==> src/rtl/wb_arbiter.sv <==
// Writeback arbiter: merges ALU results with in-order load returns onto the
// register file's single write port and exports a per-register busy scoreboard.
module wb_arbiter #(
  parameter int unsigned RADDRWIDTH = 3,
  parameter int unsigned REGWIDTH   = 16,
  parameter int unsigned MAXLD      = 4
) (
  input  logic                     clk,
  input  logic                     rst,
  input  logic                     alu_valid,
  input  logic [RADDRWIDTH-1:0]    alu_waddr,
  input  logic [REGWIDTH-1:0]      alu_wdata,
  input  logic                     ld_issue,
  input  logic [RADDRWIDTH-1:0]    ld_issue_waddr,
  output logic                     ld_issue_ready,
  input  logic                     ld_rvalid,
  input  logic [REGWIDTH-1:0]      ld_rdata,
  output logic                     we,
  output logic [RADDRWIDTH-1:0]    waddr,
  output logic [REGWIDTH-1:0]      wdata,
  output logic [2**RADDRWIDTH-1:0] busy,
  output logic                     err
);

  localparam int unsigned PW   = $clog2(MAXLD);
  localparam int unsigned CW   = $clog2(MAXLD + 1);
  localparam int unsigned NREG = 2**RADDRWIDTH;

  logic [RADDRWIDTH-1:0] tag_addr [MAXLD];
  logic [REGWIDTH-1:0]   tag_data [MAXLD];
  logic [PW-1:0]         head;
  logic [PW-1:0]         tail;
  logic [CW-1:0]         count;
  // Returns arrive in issue order, so returned entries are always the oldest nret.
  logic [CW-1:0]         nret;

  logic                  push_c;
  logic                  pop_c;
  logic                  rv_ok_c;
  logic                  commit_c;
  logic                  err_set_c;
  logic [PW-1:0]         ret_idx_c;
  logic [RADDRWIDTH-1:0] sel_addr_c;
  logic [REGWIDTH-1:0]   sel_data_c;

  always_comb begin
    ld_issue_ready = (count < CW'(MAXLD));
    push_c         = ld_issue & ld_issue_ready;
    rv_ok_c        = ld_rvalid & (nret < count);
    ret_idx_c      = head + PW'(nret);
    // Head is committable if already returned, or returning right now (bypass).
    pop_c          = ~alu_valid & ((nret != '0) | rv_ok_c);
    commit_c       = alu_valid | pop_c;
    sel_addr_c     = alu_valid ? alu_waddr : tag_addr[head];
    sel_data_c     = alu_valid ? alu_wdata
                   : ((nret != '0) ? tag_data[head] : ld_rdata);
    err_set_c      = (ld_issue & ~ld_issue_ready)
                   | (ld_rvalid & ~(nret < count))
                   | (alu_valid & (alu_waddr != '0) & busy[alu_waddr]);
  end

  // Scoreboard: OR of destinations over all occupied FIFO slots.
  always_comb begin
    busy = '0;
    for (int unsigned i = 0; i < MAXLD; i++) begin
      if (CW'(i) < count) begin
        busy[tag_addr[head + PW'(i)]] = 1'b1;
      end
    end
    busy[0] = 1'b0;
  end

  // Tag FIFO payload storage; contents are don't-care when unoccupied.
  always_ff @(posedge clk) begin
    if (push_c) begin
      tag_addr[tail] <= ld_issue_waddr;
    end
    if (rv_ok_c) begin
      tag_data[ret_idx_c] <= ld_rdata;
    end
  end

  always_ff @(posedge clk or posedge rst) begin
    if (rst) begin
      head  <= '0;
      tail  <= '0;
      count <= '0;
      nret  <= '0;
      we    <= 1'b0;
      waddr <= '0;
      wdata <= '0;
      err   <= 1'b0;
    end else begin
      head  <= head + PW'(pop_c);
      tail  <= tail + PW'(push_c);
      count <= count + CW'(push_c) - CW'(pop_c);
      nret  <= nret + CW'(rv_ok_c) - CW'(pop_c);
      err   <= err | err_set_c;
      // Commits to r0 retire normally but never reach the register file.
      we    <= commit_c & (sel_addr_c != '0);
      if (commit_c && (sel_addr_c != '0)) begin
        waddr <= sel_addr_c;
        wdata <= sel_data_c;
      end
    end
  end

  logic unused_c;
  assign unused_c = (NREG == 0);

endmodule

==> config.mk <==
export PLATFORM = sky130hd
export DESIGN_NAME = wb_arbiter
export DESIGN_NICKNAME = d
export VERILOG_FILES = /design/src/rtl/wb_arbiter.sv
export SDC_FILE = /design/constraint.sdc
export NUM_CORES = 1
export LEC_CHECK = 0
export CORE_UTILIZATION = 30
export CTS_CLUSTER_DIAMETER = 30
export CTS_CLUSTER_SIZE = 24
export DETAILED_ROUTE_END_ITERATION = 12
export PLACE_DENSITY = 0.58
export SYNTH_ARGS = -nofsm -noshare
export SYNTH_HDL_FRONTEND = slang
export SYNTH_SLANG_ARGS = --single-unit
==> constraint.sdc <==
create_clock -name clk -period 6.5 [get_ports clk]
set_input_delay 0.65 -clock clk [delete_from_list [all_inputs] [get_ports clk]]
set_output_delay 0.65 -clock clk [all_outputs]
set_load 0.05 [all_outputs]
==> results of run 1 <==
==> metal layers <==
layer,vias up,track usage,routed length [um]
met3,10,0.0228,340
met5,-,0,0
met4,0,0.0391,148
met2,67,0.225,5510
met1,1532,0.157,4720
li1,1454,-,-
==> path summary, 6_finish.rpt <==
kind	end	cells after the start	slack [ns]	from
setup reg to reg	nret[2]	12	3.48	count[2]
hold reg to reg	head[1]	1	0.49	head[1]
max in group asynchronous	head[0]	3	5.45	rst
min in group asynchronous	wdata[11]	3	0.70	rst
setup / recovery	busy[6]	5	2.42	head[0]
hold / removal	head[1]	1	0.49	head[1]
==> synth_stat cells (all sizes together), types with 2 or more instances <==
| library cell | count | area share |
|---|---|---|
| a21oi | 2 | 0.0019 |
| buf | 10 | 0.014 |
| clkbuf | 5 | 0.0036 |
| dfrtp | 31 | 0.15 |
| edfxtp | 76 | 0.44 |
| fa | 2 | 0.0078 |
| ha | 11 | 0.027 |
| inv | 19 | 0.014 |
| mux2 | 16 | 0.040 |
| mux2i | 16 | 0.031 |
| mux4 | 28 | 0.13 |
| nand2 | 38 | 0.029 |
| nand2b | 13 | 0.016 |
| nor2 | 4 | 0.0029 |
| nor3 | 8 | 0.0078 |
| nor3b | 2 | 0.0029 |
| o211ai | 3 | 0.0053 |
| o21ai | 19 | 0.018 |
| o221ai | 7 | 0.012 |
| o22a | 5 | 0.0085 |
| o22ai | 3 | 0.0049 |
| or2 | 2 | 0.0029 |
| xnor2 | 4 | 0.0068 |
| xor2 | 4 | 0.0068 |
==> final cells by class <==
| class | instances | area, um2 | area share |
|---|---|---|---|
| Clock buffer | 10 | 229 | 0.0357 |
| Clock inverter | 6 | 66.3 | 0.0103 |
| Inverter | 19 | 71.3 | 0.0111 |
| Multi-Input combinational cell | 200 | 1960 | 0.305 |
| Sequential cell | 107 | 3060 | 0.477 |
| Tap cell | 220 | 275 | 0.0429 |
| Timing Repair Buffer | 77 | 756 | 0.118 |
==> state kept, by name, indices dropped and copies added, names as in the netlist <==
signal,flops
tag_addr,12
tag_data,64
wdata,16
we,1
err,1
nret,3
head,2
count,3
waddr,3
tail,2
==> power by group <==
group | switching, W | internal, W | leakage, nW | total [W]
sequential | 0.000151 | 0.00100 | 1.05 | 0.00115
combinational | 0.00105 | 0.000744 | 1.12 | 0.00179
clock | 0.000236 | 0.000300 | 0.142 | 0.000537
total | 0.00144 | 0.00204 | 2.32 | 0.00348
==> logic make-up after synthesis <==
group / Yosys count / share of synthesized area
compound gates: 46 / 0.0631
xor+xnor: 8 / 0.0136
fa+ha+maj: 13 / 0.0344
buf+inv: 34 / 0.0313
flops: 107 / 0.593
mux: 60 / 0.196
other cells: 1 / 0.000727
simple gates: 72 / 0.0677
==> critical path: cells and delay by family, from the launching register on <==
kind | cells | cell delay, ns
AO/OA/AOI/OAI | 2 | 0.28
buffers and inverters | 1 | 0.85
flip-flops | 1 | 0.98
multiplexers | 1 | 0.66
AND/OR/NAND/NOR | 1 | 0.32
==> metrics by stage <==
step,std cells,instance area [um2]
finish,639,6410
global route,639,6410
CTS,639,6410
detailed placement,623,6120
global placement,623,6120
floorplan,341,5160
==> flow_summary_export.csv, run 1 <==
group,metric,value,unit
placement,port_buffers,71,
detailed_routing,ant_nets,0,
clock_network,cts_hold_buf,0,
finish,layout.nets,470,
finish,fillCellCount,1573,
outcome,status,"completed",
min_path,hold_class,"register to register",
power,irDropWorstVdd,0.417,mV
floorplanning,core.rowCount,47,
power,p_per_area,543,mW/mm2
critical_path,end_kind,"output port",
logic_synthesis,synth-seq-cells,107,
timing,slew_viol_final,0,
floorplanning,die_width,133,um
timing,worst_hold_slack,0.486,ns
floorplanning,io_pins,73,
timing,post-route-min-period,4.08,ns
detailed_routing,wirelength,10.7,mm
clock_network,clock_sinks,107,
logic_synthesis,synth-edff-count,76,
power,power,0.00348,W
clock_network,cts_setup_buffers,0,
timing,timing.final.ws_setup,2.42,ns
finish,syn_to_final_growth,24.4,%
timing,clock.fmax,245,MHz
grt,grt_max_degree,32,
timing,relSlewSlack,0.336,
clock_network,cts-root-buf,"clkbuf_16",
floorplanning,dieArea,0.0177,mm2
logic_synthesis,ys_async_sr_fraction,0.290,
detailed_routing,drt-vias-per-instance,4.79,
timing,setup_viol,0,
placement,dp_hpwl,7.54,mm
critical_path,start_kind,"register",
logic_synthesis,synth_area,0.00516,mm2
detailed_routing,drtIter0Drc,80,
grt,antenna_found_initial,0,
power,leakagePower,2.32,nW
grt,track_usage,0.127,
detailed_routing,vias,3063,
timing,rsz0062_at_grt,"false",
timing,fin_tns_setup,0,ns
timing,fin_skew,0.00980,ns
logic_synthesis,syn_inst,341,
critical_path,worst_ep_required_time,5.85,ns
logic_synthesis,seq_area_frac_synth,0.593,
clock_network,cts_tree,"built",
finish,n_antenna_cell,0,
logic_synthesis,ys_types,47,
placement,gp_congestion,0.889,
critical_path,critical-path-max-stage-delay,0.98,ns
timing,worstMarginPinSlew,0.996,ns
finish,final_core_util,0.384,
timing,hold_viol_final,0,
clock_network,clk_pin_slew,0.07,ns
critical_path,cp_data_arrival_time,3.43,ns
detailed_routing,drc,0,
clock_network,insertion_delay,0.34,ns
placement,dp_slack,2.72,ns
clock_network,cts_inserted_buffers,9,
clock_network,clockBufferDepth,2,
grt,grt_pass1_vias,3235,
logic_synthesis,synth_nets,397,
floorplanning,core_area,0.0167,mm2
critical_path,cp_slowest_cell,"dfrtp_2",
grt,grt_overflow,0,
logic_synthesis,ys.warnings.count,0,
timing,fin_crit_sh,0.628,
floorplanning,initial_core_util,0.309,
critical_path,crit_type,"register to output port",
finish,mostFrequentLayoutCell,"edfxtp_1",
floorplanning,die-height,133,um
grt,grt_pass1_wl,17.3,mm
detailed_routing,drt_pre_antenna_iters,4,
finish,drive_above_1_share,0.169,
run,max_cap_viol_count,0,
clock_network,cts-resized-gates,0,
detailed_routing,wl_per_cell,16.8,um
finish,layout_common_cells,"edfxtp_1, clkdlybuf4s50_1, nand2_1",
critical_path,crit_path_cell_trace,"mux4_1 -> or2_2 -> o22a_1 -> o221ai_1 -> clkdlybuf4s50_1",
logic_synthesis,synthFlopType,"edfxtp_1",
clock_network,htreeDepth,3,
logic_synthesis,synth_area_per_cell,15.1,um2
critical_path,crit_fanout,30,
(Power assumes the default switching activity.)
==> run 2: changes to the inputs <==
- clock period: 6.5 -> 4.14 ns (I/O delays scaled with it)
==> run 2 against run 1 <==
Net effect:
- utilization is 0.28 points higher
- flip-flop and latch count unchanged
- design area grew 0.74%
- sequential share of layout area shrank 0.35 points
- combinational power is 61% higher
- worst hold slack got worse by 0.018 ns
- critical path depth stayed put
- first-iteration DRC count rose by 56%
- critical path type unchanged
==> flow_summary_export.csv, run 2 (same netlist as run 1, synthesis figures left out) <==
group,metric,value,unit
timing,fin_crit_sh,0.820,
timing,rsz0062_at_grt,"false",
finish,n_antenna_cell,0,
floorplanning,dieArea,0.0177,mm2
placement,gp_congestion,0.842,
timing,hold_viol_final,0,
finish,largest_register_ffs,64,
critical_path,worst_ep_required_time,3.73,ns
timing,slew_viol_final,0,
placement,dp_hpwl,7.70,mm
power,p_per_area,863,mW/mm2
clock_network,cts_inserted_buffers,9,
detailed_routing,ant_nets,0,
detailed_routing,vias,3087,
clock_network,cts-resized-gates,0,
critical_path,end_kind,"output port",
finish,top_register,"tag_data",
clock_network,clk_pin_slew,0.07,ns
clock_network,cts_tree,"built",
critical_path,crit_buf_inv,1,
detailed_routing,drtIter0Drc,125,
finish,final_cells,642,
critical_path,crit_fanout,13,
min_path,hold_class,"primary input to async pin",
timing,clock.fmax,295,MHz
clock_network,clock_sinks,107,
floorplanning,die-height,133,um
grt,grt_max_degree,36,
critical_path,reg2regPathDepth,11,
grt,grt_pass1_vias,3228,
clock_network,cts-root-buf,"clkbuf_16",
finish,mostFrequentLayoutCell,"edfxtp_1",
detailed_routing,drt-vias-per-instance,4.81,
power,leakagePower,2.35,nW
outcome,status,"completed",
timing,worstMarginPinSlew,0.622,ns
timing,setup_viol,0,
power,irDropWorstVdd,0.610,mV
clock_network,insertion_delay,0.35,ns
clock_network,cts_hold_buf,0,
timing,post-route-min-period,3.39,ns
grt,grt_pass1_wl,17.7,mm
critical_path,cp_top_family,"buffers and inverters",
floorplanning,initial_core_util,0.309,
critical_path,path_depth,5,
finish,final_core_util,0.387,
placement,dpl_cell_area,0.00614,mm2
critical_path,cp_data_arrival_time,2.98,ns
finish,syn_to_final_growth,25.3,%
clock_network,htreeDepth,3,
detailed_routing,drc,0,
critical_path,crit_type,"register to output port",
grt,track_usage,0.131,
critical_path,crit_path_cell_trace,"mux4_2 -> nand2b_1 -> o22ai_1 -> or3_1 -> clkdlybuf4s50_1",
floorplanning,core_area,0.0167,mm2
floorplanning,io_pins,73,
floorplanning,die_width,133,um
finish,layout.cell_area.non_filler,0.00646,mm2
power,power,0.00558,W
finish,layout_common_cells,"edfxtp_1, clkdlybuf4s50_1, nand2_1",
placement,dp_cells,626,
clock_network,clockBufferDepth,2,
detailed_routing,wl_per_cell,17.0,um
grt,antenna_found_initial,0,
critical_path,start_kind,"register",
placement,port_buffers,71,
finish,layout.nets,473,
timing,fin_skew,0.00760,ns
critical_path,cp_slowest_cell,"clkdlybuf4s50_1",
clock_network,cts_setup_buffers,0,
floorplanning,core.rowCount,47,
detailed_routing,drt_pre_antenna_iters,4,
detailed_routing,wirelength,10.9,mm
finish,reg_top3,"tag_data: 64 flops, wdata: 16 flops, tag_addr: 12 flops",
critical_path,critical-path-max-stage-delay,0.80,ns
run,max_cap_viol_count,0,
finish,fillCellCount,1559,
finish,drive_above_1_share,0.175,
timing,relSlewSlack,0.583,
grt,grt_overflow,0,
timing,fin_tns_setup,0,ns
## run 2: cell types whose count changed in the layout (fill, tap and decap cells not counted)
cell | before | now
buf_4 | 6 | 9
bufinv_16 | 1 | 2
clkbuf_1 | 1 | 2
clkbuf_8 | 0 | 1
clkinv_1 | 1 | 0
clkinv_4 | 1 | 0
clkinvlp_4 | 1 | 0
inv_6 | 0 | 1
inv_8 | 1 | 0
## run 2: per-stage QoR
stage | hold slack, ns | worst slack (ns)
2_1_floorplan | 0.496 | 1.11
3_3_place_gp | 0.493 | 1.14
3_5_place_dp | 0.499 | 1.11
4_1_cts | 0.472 | 0.729
5_1_grt | 0.502 | 0.612
6_report | 0.468 | 0.747
## run 2: power breakdown
| group | leakage [nW] | switching (W) | internal (W) |
|---|---|---|---|
| clock | 0.157 | 0.000364 | 0.000548 |
| sequential | 1.05 | 0.000209 | 0.00157 |
| combinational | 1.14 | 0.00170 | 0.00119 |
## run 2: layout make-up
cell class / instances / area, um2 / area share
repair buffers: 80 / 778 / 0.120
clock inverters: 4 / 73.8 / 0.0114
multi-input cells: 200 / 1960 / 0.303
flip-flops and latches: 107 / 3060 / 0.473
well taps: 220 / 275 / 0.0426
inverters: 19 / 71.3 / 0.0110
clock buffers: 12 / 246 / 0.0381
## run 2: metal layers
| metal | part of all wire | vias up | GRT usage |
|---|---|---|---|
| li1 | - | 1453 | - |
| met1 | 0.45 | 1544 | 0.169 |
| met2 | 0.50 | 84 | 0.220 |
| met3 | 0.040 | 6 | 0.0308 |
| met4 | 0.0090 | 0 | 0.0335 |
| met5 | 0 | - | 0 |
## run 2: path summary, 6_finish.rpt
check                            end  startpoint  slack [ns]
max                          busy[2]     head[1]        0.75
min                        wdata[15]         rst        0.47
max reg2reg                  nret[2]     nret[1]        1.13
min reg2reg                 wdata[7]    wdata[7]        0.51
max in group asynchronous    head[0]         rst        3.33
min in group clk            wdata[7]    wdata[7]        0.51
## run 2: worst reg2reg max path, stage by stage (launching register included)
cell and delay (ns):
dfrtp_1 0.49, ha_1 0.33, a21oi_1 0.07, o211ai_1 0.52, a21oi_1 0.26, ha_1 0.32
inv_1 0.05, ha_1 0.12, inv_1 0.05, fa_1 0.37, xnor2_1 0.19, xnor2_1 0.15
==> run 3: changes to the inputs <==
- PLACE_DENSITY: 0.58 -> 0.6
- clock period: 4.14 -> 2.9 ns (I/O delays scaled with it)
==> run 3 against run 2 <==
Net effect:
- global-route usage grew 0.19 points
- clock skew grew 0.0054 ns
- wire length shrank 0.59%
- first-iteration DRC count grew 14%
- die area is the same
- total power grew 50%
- worst hold slack lost 0.075 ns
- clock power grew 44%
- sequential share of layout area shrank 0.89 points
- utilization grew 0.74 points
- critical path depth is the same
- critical endpoint is now busy[6]
- highest routed layer unchanged
==> flow_summary_export.csv, run 3 (same netlist as run 1, synthesis figures left out) <==
group,metric,value,unit
detailed_routing,drt_pre_antenna_iters,7,
detailed_routing,drt-vias-per-instance,4.87,
floorplanning,die_width,133,um
placement,port_buffers,71,
grt,grt_overflow,0,
run,max_cap_viol_count,0,
grt,grt_pass1_vias,3285,
timing,fin_skew,0.0130,ns
timing,slew_viol_final,0,
finish,n_antenna_cell,0,
finish,multiInputGateArea,0.00196,mm2
timing,setup_viol,0,
critical_path,crit_fanout,13,
floorplanning,core.rowCount,47,
finish,drive_above_1_share,0.208,
finish,layout_common_cells,"edfxtp_1, clkdlybuf4s50_1, nand2_1",
power,irDropWorstVdd,0.506,mV
floorplanning,initial_core_util,0.309,
clock_network,cts_tree,"built",
timing,clock.fmax,362,MHz
finish,regArea,0.00306,mm2
grt,track_usage,0.132,
critical_path,crit_buf_inv,1,
critical_path,worst_ep_required_time,2.61,ns
critical_path,crit_type,"register to output port",
timing,hold_viol_final,0,
clock_network,clock_sinks,107,
finish,final_cells,648,
finish,layout.nets,479,
grt,antenna_found_initial,0,
detailed_routing,drtIter0Drc,143,
clock_network,insertion_delay,0.35,ns
critical_path,end_kind,"output port",
placement,dp_cells,632,
min_path,hold_class,"primary input to async pin",
placement,gp_congestion,0.820,
critical_path,cp_data_arrival_time,2.47,ns
timing,worstMarginPinSlew,0.798,ns
placement,dp_hpwl,7.75,mm
detailed_routing,wirelength,10.9,mm
timing,fin_crit_sh,0.953,
finish,syn_to_final_growth,27.7,%
timing,fin_tns_setup,0,ns
floorplanning,core_area,0.0167,mm2
clock_network,cts_inserted_buffers,9,
clock_network,htreeDepth,3,
floorplanning,die-height,133,um
power,p_per_area,1270,mW/mm2
finish,largest_register_ffs,64,
finish,reg_top3,"tag_data: 64 flops, wdata: 16 flops, tag_addr: 12 flops",
critical_path,start_kind,"register",
detailed_routing,ant_nets,0,
clock_network,cts_setup_buffers,0,
critical_path,cp_slowest_cell,"mux4_1",
critical_path,crit_path_cell_trace,"mux4_1 -> or2_2 -> o22a_1 -> o221ai_1 -> buf_12",
floorplanning,io_pins,73,
timing,relSlewSlack,0.467,
finish,mostFrequentLayoutCell,"edfxtp_1",
clock_network,clk_pin_slew,0.07,ns
clock_network,cts_hold_buf,0,
critical_path,cp_top_family,"multiplexers",
outcome,status,"completed",
floorplanning,dieArea,0.0177,mm2
finish,top_register,"tag_data",
critical_path,critical-path-max-stage-delay,0.64,ns
finish,fillCellCount,1523,
timing,rsz0062_at_grt,"false",
grt,grt_max_degree,43,
detailed_routing,wl_per_cell,16.8,um
detailed_routing,drc,0,
grt,grt_pass1_wl,18.0,mm
clock_network,clockBufferDepth,2,
timing,post-route-min-period,2.76,ns
power,leakagePower,2.41,nW
clock_network,cts-root-buf,"clkbuf_16",
detailed_routing,vias,3158,
## run 3: stage by stage
step / power [W] / hold slack, ns / util / worst slack, ns / instance area, um2
2_1_floorplan: 0.00550 / 0.389 / - / 0.0546 / 5170
3_3_place_gp: 0.00701 / 0.493 / 0.375 / 0.319 / 6260
3_5_place_dp: 0.00709 / 0.497 / 0.375 / 0.212 / 6260
4_1_cts: 0.00844 / 0.400 / 0.394 / 0.119 / 6580
5_1_grt: 0.00884 / 0.457 / 0.394 / 0.0306 / 6590
6_report: 0.00836 / 0.393 / 0.394 / 0.137 / 6590
## run 3: final timing paths
| path | from | endpoint | slack (ns) | depth (start not counted) |
|---|---|---|---|---|
| setup / recovery | head[0] | busy[6] | 0.14 | 5 |
| hold / removal | rst | wdata[10] | 0.39 | 2 |
| setup reg to reg | nret[1] | nret[2] | 0.27 | 11 |
| hold reg to reg | wdata[9] | wdata[9] | 0.51 | 1 |
| max in group asynchronous | rst | wdata[12] | 1.77 | 3 |
| min in group clk | wdata[9] | wdata[9] | 0.51 | 1 |
## run 3: area by class of cell
| class | instances | area share |
|---|---|---|
| Clock inverter | 7 | 0.0152 |
| Timing Repair Buffer | 86 | 0.136 |
| Clock buffer | 9 | 0.0342 |
| Sequential cell | 107 | 0.464 |
| Multi-Input combinational cell | 200 | 0.298 |
| Inverter | 19 | 0.0108 |
| Tap cell | 220 | 0.0418 |
## run 3: report_power, final
group | internal [W] | switching [W]
clock | 0.000764 | 0.000551
sequential | 0.00224 | 0.000288
combinational | 0.00199 | 0.00252
## run 3: per-layer routing
layer | up-vias | global-route usage | part of all wire
li1 | 1471 | - | -
met1 | 1591 | 0.175 | 0.46
met2 | 81 | 0.213 | 0.48
met3 | 15 | 0.0293 | 0.044
met4 | 0 | 0.0511 | 0.016
met5 | - | 0 | 0
## run 3: worst register-to-register path, stage by stage (launching register included)
cell	delay, ns
dfrtp_1	0.51
ha_1	0.29
a21oi_1	0.17
o211ai_1	0.14
a21oi_2	0.23
ha_1	0.26
inv_1	0.06
ha_1	0.13
inv_1	0.05
fa_1	0.39
xnor2_1	0.15
xnor2_1	0.13
## run 3: repair_timing
action | 4_1_cts | 5_1_grt
gates resized for setup | 0 | 1
endpoints found under the hold margin | 0 | 0
setup endpoints to repair | 0 | 1
